### config.mk
export PLATFORM = sky130hd
export DESIGN_NAME = decode_q
export DESIGN_NICKNAME = d
export VERILOG_FILES = /design/src/rtl/decode_q.sv
export SDC_FILE = /design/constraint.sdc
export NUM_CORES = 1
export LEC_CHECK = 0
export ABC_AREA = 1
export CAP_MARGIN = 25
export CORE_ASPECT_RATIO = 1.1
export CORE_MARGIN = 3
export CORE_UTILIZATION = 60
export DETAILED_ROUTE_END_ITERATION = 16
export DONT_BUFFER_PORTS = 1
export GPL_ROUTABILITY_DRIVEN = 0
export PLACE_DENSITY = 0.76
export SLEW_MARGIN = 5
export SYNTH_ARGS = -nofsm -noshare
export SYNTH_HDL_FRONTEND = slang
export SYNTH_SLANG_ARGS = --single-unit
### constraint.sdc
create_clock -name clk -period 5.9 [get_ports clk]
set_input_delay 0.885 -clock clk [delete_from_list [all_inputs] [get_ports clk]]
set_output_delay 0.885 -clock clk [all_outputs]
set_load 0.01 [all_outputs]
### src/rtl/decode_q.sv
// decode_q: instruction queue between fetch and decode, feeding a registered control bundle to execute.
// Optional feature: define DECODE_Q_BYPASS_EN to decode straight from fetch when the queue is empty.
module decode_q #(
    parameter int DEPTH = 4,
    parameter int CW    = $clog2(DEPTH + 1)
) (
    input  logic          clk,
    input  logic          reset,
    input  logic          fetch_valid,
    input  logic [31:0]   fetch_instr,
    output logic          fetch_ready,
    input  logic          flush,
    input  logic          stall,
    output logic          id_valid,
    output logic          id_jump,
    output logic          id_link,
    output logic          id_regwrite,
    output logic          id_regdst,
    output logic          id_alusrc,
    output logic          id_memwrite,
    output logic          id_memtoreg,
    output logic [2:0]    id_bpctl,
    output logic [3:0]    id_aluctl,
    output logic [15:0]   id_imm,
    output logic [25:0]   id_jtgt,
    output logic          id_illegal,
    output logic [CW-1:0] q_count
);
    localparam int PW = $clog2(DEPTH);

    typedef struct packed {
        logic        jump;
        logic        link;
        logic        regwrite;
        logic        regdst;
        logic        alusrc;
        logic        memwrite;
        logic        memtoreg;
        logic [2:0]  bpctl;
        logic [3:0]  aluctl;
        logic [15:0] imm;
        logic [25:0] jtgt;
        logic        illegal;
    } bundle_t;

    logic [31:0]   r_mem [DEPTH];
    logic [PW-1:0] r_wr_ptr;
    logic [PW-1:0] r_rd_ptr;
    logic [CW-1:0] r_count;
    logic          r_valid;
    bundle_t       r_bundle;

    logic          w_empty;
    logic          w_advance;
    logic          w_push;
    logic          w_pop;
    logic          w_bypass;
    logic          w_write;
    logic          w_load;
    logic [31:0]   w_instr;
    logic [5:0]    w_op;
    logic [5:0]    w_funct;
    logic [4:0]    w_rt;
    logic [7:0]    w_ctrl;
    logic          w_op_bad;
    logic          w_fn_bad;
    logic [3:0]    w_aluctl;
    logic [2:0]    w_bpctl;
    bundle_t       w_dec;

    assign fetch_ready = !reset && (r_count < CW'(DEPTH));
    assign w_empty     = (r_count == '0);
    assign w_advance   = !stall || !r_valid;
    assign w_push      = fetch_valid && fetch_ready && !flush;
    assign w_pop       = w_advance && !w_empty && !flush;
`ifdef DECODE_Q_BYPASS_EN
    assign w_bypass    = w_advance && w_empty && w_push;
`else
    assign w_bypass    = 1'b0;
`endif
    assign w_write     = w_push && !w_bypass;
    assign w_load      = !w_empty || w_bypass;

    // With an empty queue the only word that can be decoded is the one on the fetch port.
    assign w_instr = w_empty ? fetch_instr : r_mem[r_rd_ptr];
    assign w_op    = w_instr[31:26];
    assign w_funct = w_instr[5:0];
    assign w_rt    = w_instr[20:16];

    // w_ctrl = {regwrite, regdst, alusrc, memwrite, memtoreg, aluop[2:0]}
    always_comb begin
        w_ctrl   = 8'b0000_0000;
        w_op_bad = 1'b0;
        case (w_op)
            6'b000000:                     w_ctrl = 8'b1100_0100;
            6'b100011:                     w_ctrl = 8'b1010_1000;
            6'b101011:                     w_ctrl = 8'b0011_0000;
            6'b000100, 6'b000101:          w_ctrl = 8'b0000_0010;
            6'b001000, 6'b001001:          w_ctrl = 8'b1010_0000;
            6'b001100:                     w_ctrl = 8'b1010_0001;
            6'b001101:                     w_ctrl = 8'b1010_0011;
            6'b001110:                     w_ctrl = 8'b1010_0101;
            6'b001010:                     w_ctrl = 8'b1010_0110;
            6'b001111:                     w_ctrl = 8'b1010_0111;
            6'b000010, 6'b000011, 6'b000001,
            6'b000110, 6'b000111:          w_ctrl = 8'b0000_0000;
            default:                       w_op_bad = 1'b1;
        endcase
    end

    always_comb begin
        w_aluctl = 4'b0000;
        w_fn_bad = 1'b0;
        case (w_ctrl[2:0])
            3'b000: w_aluctl = 4'b0010;
            3'b010: w_aluctl = 4'b0110;
            3'b001: w_aluctl = 4'b0000;
            3'b011: w_aluctl = 4'b0001;
            3'b101: w_aluctl = 4'b0101;
            3'b111: w_aluctl = 4'b1001;
            3'b110: w_aluctl = 4'b0111;
            default: begin
                case (w_funct)
                    6'b011000:            w_aluctl = 4'b1111;
                    6'b011010:            w_aluctl = 4'b1110;
                    6'b100100:            w_aluctl = 4'b0000;
                    6'b100101:            w_aluctl = 4'b0001;
                    6'b100000, 6'b100001: w_aluctl = 4'b0010;
                    6'b100110:            w_aluctl = 4'b0101;
                    6'b100010, 6'b100011: w_aluctl = 4'b0110;
                    6'b101010, 6'b101011: w_aluctl = 4'b0111;
                    6'b010000:            w_aluctl = 4'b1010;
                    6'b010010:            w_aluctl = 4'b1011;
                    6'b000110:            w_aluctl = 4'b0100;
                    6'b000010:            w_aluctl = 4'b1101;
                    6'b000000:            w_aluctl = 4'b1100;
                    6'b000100:            w_aluctl = 4'b0011;
                    6'b000011:            w_aluctl = 4'b1000;
                    default:              w_fn_bad = 1'b1;
                endcase
            end
        endcase
    end

    always_comb begin
        w_bpctl = 3'b000;
        case (w_op)
            6'b000100: w_bpctl = 3'b001;
            6'b000110: w_bpctl = 3'b100;
            6'b000111: w_bpctl = 3'b101;
            6'b000001: begin
                case (w_rt)
                    5'b00001: w_bpctl = 3'b010;
                    5'b10001: w_bpctl = 3'b011;
                    5'b00000: w_bpctl = 3'b110;
                    5'b10000: w_bpctl = 3'b111;
                    default:  w_bpctl = 3'b000;
                endcase
            end
            default:   w_bpctl = 3'b000;
        endcase
    end

    always_comb begin
        w_dec          = '0;
        w_dec.regwrite = w_ctrl[7] && !w_fn_bad;
        w_dec.regdst   = w_ctrl[6];
        w_dec.alusrc   = w_ctrl[5];
        w_dec.memwrite = w_ctrl[4];
        w_dec.memtoreg = w_ctrl[3];
        w_dec.aluctl   = w_aluctl;
        w_dec.bpctl    = w_bpctl;
        w_dec.jump     = (w_op == 6'b000010) || (w_op == 6'b000011);
        w_dec.link     = (w_op == 6'b000011) || (w_bpctl == 3'b011) || (w_bpctl == 3'b111);
        w_dec.imm      = w_instr[15:0];
        w_dec.jtgt     = w_instr[25:0];
        w_dec.illegal  = w_op_bad || w_fn_bad;
    end

    // Queue storage carries no reset; occupancy alone says which entries are meaningful.
    always_ff @(posedge clk) begin
        if (w_write)
            r_mem[r_wr_ptr] <= fetch_instr;
    end

    always_ff @(posedge clk or posedge reset) begin
        if (reset) begin
            r_wr_ptr <= '0;
            r_rd_ptr <= '0;
            r_count  <= '0;
            r_valid  <= 1'b0;
            r_bundle <= '0;
        end else if (flush) begin
            r_wr_ptr <= '0;
            r_rd_ptr <= '0;
            r_count  <= '0;
            r_valid  <= 1'b0;
            r_bundle <= '0;
        end else begin
            if (w_write)
                r_wr_ptr <= r_wr_ptr + 1'b1;
            if (w_pop)
                r_rd_ptr <= r_rd_ptr + 1'b1;
            r_count <= r_count + CW'(w_write) - CW'(w_pop);
            if (w_advance) begin
                r_valid  <= w_load;
                r_bundle <= w_load ? w_dec : '0;
            end
        end
    end

    assign id_valid    = r_valid;
    assign id_jump     = r_bundle.jump;
    assign id_link     = r_bundle.link;
    assign id_regwrite = r_bundle.regwrite;
    assign id_regdst   = r_bundle.regdst;
    assign id_alusrc   = r_bundle.alusrc;
    assign id_memwrite = r_bundle.memwrite;
    assign id_memtoreg = r_bundle.memtoreg;
    assign id_bpctl    = r_bundle.bpctl;
    assign id_aluctl   = r_bundle.aluctl;
    assign id_imm      = r_bundle.imm;
    assign id_jtgt     = r_bundle.jtgt;
    assign id_illegal  = r_bundle.illegal;
    assign q_count     = r_count;
endmodule
# After elaboration in Yosys (flattened, before gate mapping)
# Memory sizes are Yosys's and may differ from the RTL's.
# Cells that the tools add are included.
classes:
  n_addsub: 4
  magnitude_cmp: 1
  n_eq_ne: 44
  mux: 21
  reduce_logical: 33
op_table:
  columns: ["operator", "count"]
  rows:
  - ["$mux W57", 3]
  - ["$pmux W8 S10", 1]
  - ["$eq A6 B6 Y1 const B", 11]
  - ["$pmux W4 S14", 1]
  - ["$eq A6 B4 Y1 const B", 7]
  - ["$eq A6 B3 Y1 const B", 6]
  - ["$mux W32", 1]
  - ["$pmux W4 S7", 1]
  - ["$eq A6 B2 Y1 const B", 4]
  - ["$eq A6 B5 Y1 const B", 4]
  - ["$pmux W3 S4", 2]
  - ["$reduce_or A18 Y1", 1]
  - ["$reduce_or A17 Y1", 1]
  - ["$eq A3 B3 Y1 const B", 4]
  - ["$logic_not A6 Y1", 2]
  - ["$eq A5 B5 Y1 const B", 2]
  - ["$reduce_or A2 Y1", 5]
  - ["$eq A3 B2 Y1 const B", 3]
  - ["$mux W2", 4]
  - ["$mux W1", 7]
  - ["$reduce_or A7 Y1", 1]
  - ["$eq A6 B1 Y1 const B", 1]
  - ["$logic_and A1 B1 Y1", 6]
  - ["$logic_not A1 Y1", 6]
  - ["11 further kinds", 19]
word_totals:
  regBits: 65
  ramBits: 128
  inputBits: 37
  elab_cells: 120
  memories: 1
mem_list:
  columns: ["name", "words", "word_bits", "rd", "rd_ports_with_merged_regs", "write_ports", "line_no", "text"]
  rows:
  - ["r_mem", 4, 32, 1, 0, 1, "46", "logic [31:0] r_mem [DEPTH];"]

# Longest topological paths before layout
logic_depth:
  ltp_word: 13
  mapped_depth: 16
  mapped_depth_nobuf: 15

# Worst setup path before layout
# OpenSTA, ideal clock, no wires.
synth_path:
  path_type: "in2reg"
  startpoint: "input port flush"
  endpoint: "memory r_mem[0][0] (enable)"
  t_arrival_ns: 2.750
  path_slack_ns: 2.729
  stages: 4
  n_path_buf: 1
  cell_sequence: "clkbuf_1 inv_1 nand3_1 nor2_1"
synth_via:
  elab_chain_cells: 4
synth_rtl:
  columns: ["item", "line_no", "text"]
  rows:
  - ["start, declared", "12", "input logic flush,"]
  - ["$logic_not A1 Y1", "74", "assign w_push = fetch_valid && fetch_ready && !flush;"]
  - ["$logic_and A1 B1 Y1", "74", null]
  - ["$mux W1", "182", "if (w_write)"]
  - ["$mux W1 (implied by the code)", "183", "r_mem[r_wr_ptr] <= fetch_instr;"]
  - ["end, declared", "46", null]
# Every way passes these cells.

# Worst setup path in the final report
layout_path:
  startpoint: "register r_count[1], in the netlist q_count[1]"
  endpoint: "register r_count[2], in the netlist q_count[2]"
layout_via:
  elab_chain_cells: 7
  elab_cells_between_ends: 11
  cone_classes: "add/sub: 2; order compare: 1; mux: 1; reduce/logical: 7"
layout_rtl:
  columns: ["item", "line_no", "text"]
  rows:
  - ["start, declared", "49", "logic [CW-1:0] r_count;"]
  - ["start signal, assigned", "204", "r_count <= r_count + CW'(w_write) - CW'(w_pop);"]
  - ["$lt A3 B3 Y1", "71", "assign fetch_ready = !reset && (r_count < CW'(DEPTH));"]
  - ["$logic_and A1 B1 Y1", "71", null]
  - ["$logic_and A1 B1 Y1 (2 in a row)", "74", null]
  - ["$add A3 B1 Y3", "204", null]
  - ["$sub A3 B1 Y3 *", "204", null]
  - ["$mux W3 *", "193", "end else if (flush) begin"]
# Every way passes the cells marked *; elsewhere a longest branch is shown, timed or not.
# A chain may end at the register's enable or synchronous reset.

==> flow_summary.yaml <==
grt:
  grt_first_pass_wirelength_mm: 26.8
  grt_max_degree: 67
  antenna_found_initial: 0
  grtUsageTotal: 0.238
  grt_pass1_vias: 5371
  grt_overflow_total: 0
min_path:
  hold_path_depth: 1
  min_from: "flush"
  hp-class: "input pin to flop"
routing:
  num_vias: 5327
  detail_route.first_pass.iterations: 5
  vias_per_cell: 5.92
  route.final.wire_length_mm: 16.7
  ant_nets: 0
  drt-wirelength-per-cell_um: 18.5
  drtIter0Drc: 460
  drc: 0
synth:
  syn_area_um2: 7900
  synth.area.top_cells: "edfxtp_1 49%, dfrtp_1 16%, nand2_1 8.8%, nand3_1 3.7%, o21ai_0 3.4%"
  async_flop_share: 0.277
  synth-edff-count: 128
  syn-num-nets: 795
  avgSynthCellArea_um2: 10.5
  ys_types: 37
  synth_seq_area_share: 0.642
  syn_inst: 751
  ys_ff_latch: 177
  synth_top_area_frac: 0.487
  ys_warn_count: 0
  synth-main-ff-cell: "edfxtp_1"
  synth_top_area_cell: "edfxtp_1"
cts:
  ctsHoldBuffers: 0
  htreeDepth: 4
  cts_made_buffers: 17
  cts_tree: "built"
  clockBufferDepth: 2
  clock-sinks: 177
  clock_latency_ps: 430
  cts.clk_slew.worst_paths_ps: 70
  cts_resized: 0
  post_cts_buffers: 0
  cts-root-buf: "clkbuf_16"
timing:
  setup_slack_ps: 2530
  finalCriticalPeriod_ps: 3370
  worst_pin_slew_ps: 818
  skew_ps: 6.54
  finalSetupViolCount: 0
  max_freq_ghz: 0.297
  rsz0062_at_grt: "no"
  finalCritPeriodShare: 0.571
  slew_viol_final: 0
  tns_ps: 0
  slew_headroom: 0.453
  finalHoldViolations: 0
floorplanning:
  io_pins: 99
  core_area_um2: 12800
  die_area_um2: 14600
  start_util: 0.619
  die_h_um: 126
  fp.dieW_um: 115
  core.rowCount: 43
finish:
  fill_cells: 931
  n_antenna_cell: 0
  finalInstanceArea_um2: 8560
  areaGrowthSynthToFinish_pct: 8.32
  final_layout_size_suffix_gt1_frac: 0.113
  final_util: 0.671
  nets: 774
setup_path:
  worstPathArrival_ps: 3690
  end_kind: "flop"
  rrSetupSlack_ps: 2530
  r2r_start: "q_count[1]"
  worst-path-max-fanout: 38
  startpoint_type: "flop"
  crit_required_ps: 6210
  ff2ff_path_depth: 10
  cp-startpoint: "q_count[1]"
  worst-setup-path-type: "flop to flop"
run:
  drv_cap: 0
placement:
  port_buffers: 0
  hpwl_mm: 10.1
  postPlaceCellArea_um2: 7890
  dp_slack_ps: 2580
status:
  status: "complete, no violations"
pwr:
  ir_drop_uv: 265
  leakagePower_nw: 3.47
  powerDensity_nw_per_um2: 499
==> power by group <==
part / internal (W) / switching, W / leakage [nW]
logic: 0.000476 / 0.00111 / 1.37
clock network: 0.000559 / 0.000500 / 0.278
registers: 0.00146 / 0.000159 / 1.82
total: 0.00250 / 0.00177 / 3.47
==> cells in the mapped netlist (11+ instances only) <==
master	number
nand2_1	185
edfxtp_1	128
nor2_1	68
nand3_1	59
o21ai_0	53
inv_1	51
dfrtp_1	49
buf_4	21
a22o_1	17
clkbuf_1	17
o22ai_1	15
nand2_2	12
nor2_2	11
==> cell type report <==
type | count | area (um2) | area share
clock buffers | 17 | 425 | 0.0497
clock inverters | 15 | 141 | 0.0165
inverters | 55 | 206 | 0.0241
multi-input cells | 470 | 2340 | 0.274
flip-flops and latches | 177 | 5070 | 0.593
well taps | 157 | 196 | 0.0230
repair buffers | 9 | 173 | 0.0202
==> placed cells by master, fill, tap and decap left out, types with 4 or more instances in the layout <==
master       n
edfxtp_1   128
o22ai_1     15
dfrtp_1     48
nand2_2     12
or2_0        5
nand4_1      5
nor2_4       9
nand2_1    185
a22o_1      17
inv_6        5
a21oi_1      8
clkinv_4     4
inv_1       49
nor2_2      11
inv_2        6
nor2_1      63
ha_1         6
nand3_1     59
or2_1        4
clkbuf_16   17
a32o_1       4
o21ai_0     53
buf_16       4
==> per-layer routing <==
| metal | up-vias | global-route usage | wire length (um) |
|---|---|---|---|
| met4 | 0 | 0.0960 | 284 |
| li1 | 2507 | - | - |
| met3 | 29 | 0.0592 | 1230 |
| met5 | - | 0 | 0 |
| met2 | 232 | 0.399 | 8460 |
| met1 | 2559 | 0.294 | 6680 |
==> cell families after synthesis <==
logic type,share of synthesized area
flops,0.642
fa+ha+maj,0.0120
buf+inv,0.0664
compound gates,0.0784
simple gates,0.201
==> per-stage QoR <==
step           instances  power, W  hold slack, ps
2_1_floorplan        751   0.00297             503
3_3_place_gp         862   0.00313             524
3_5_place_dp         864   0.00320             539
4_1_cts              896   0.00426             498
5_1_grt              900   0.00457             498
6_report             900   0.00427             517
==> sequential cells by signal, summed over array words and instances (netlist names), 2 cells and up <==
signal	cells
id_aluctl	4
id_bpctl	3
id_imm	15
id_jtgt	11
q_count	3
r_mem	128
r_rd_ptr	2
r_wr_ptr	2
==> final timing paths <==
path | to
setup / recovery | q_count[2]
hold / removal | id_valid
setup reg to reg | q_count[2]
hold reg to reg | id_regdst
max in group asynchronous | r_rd_ptr[0]
min in group asynchronous | q_count[2]
==> worst max-delay path, stage by stage (launching register included) <==
cell and delay (ps):
dfrtp_1 460, nor2_2 100, nand2_2 530, nand2_1 270
nor2_4 700, ha_1 230, inv_1 40, ha_1 200
fa_1 450, nor3_1 200, nor3_1 70
Power figures use the tool's default switching activity.
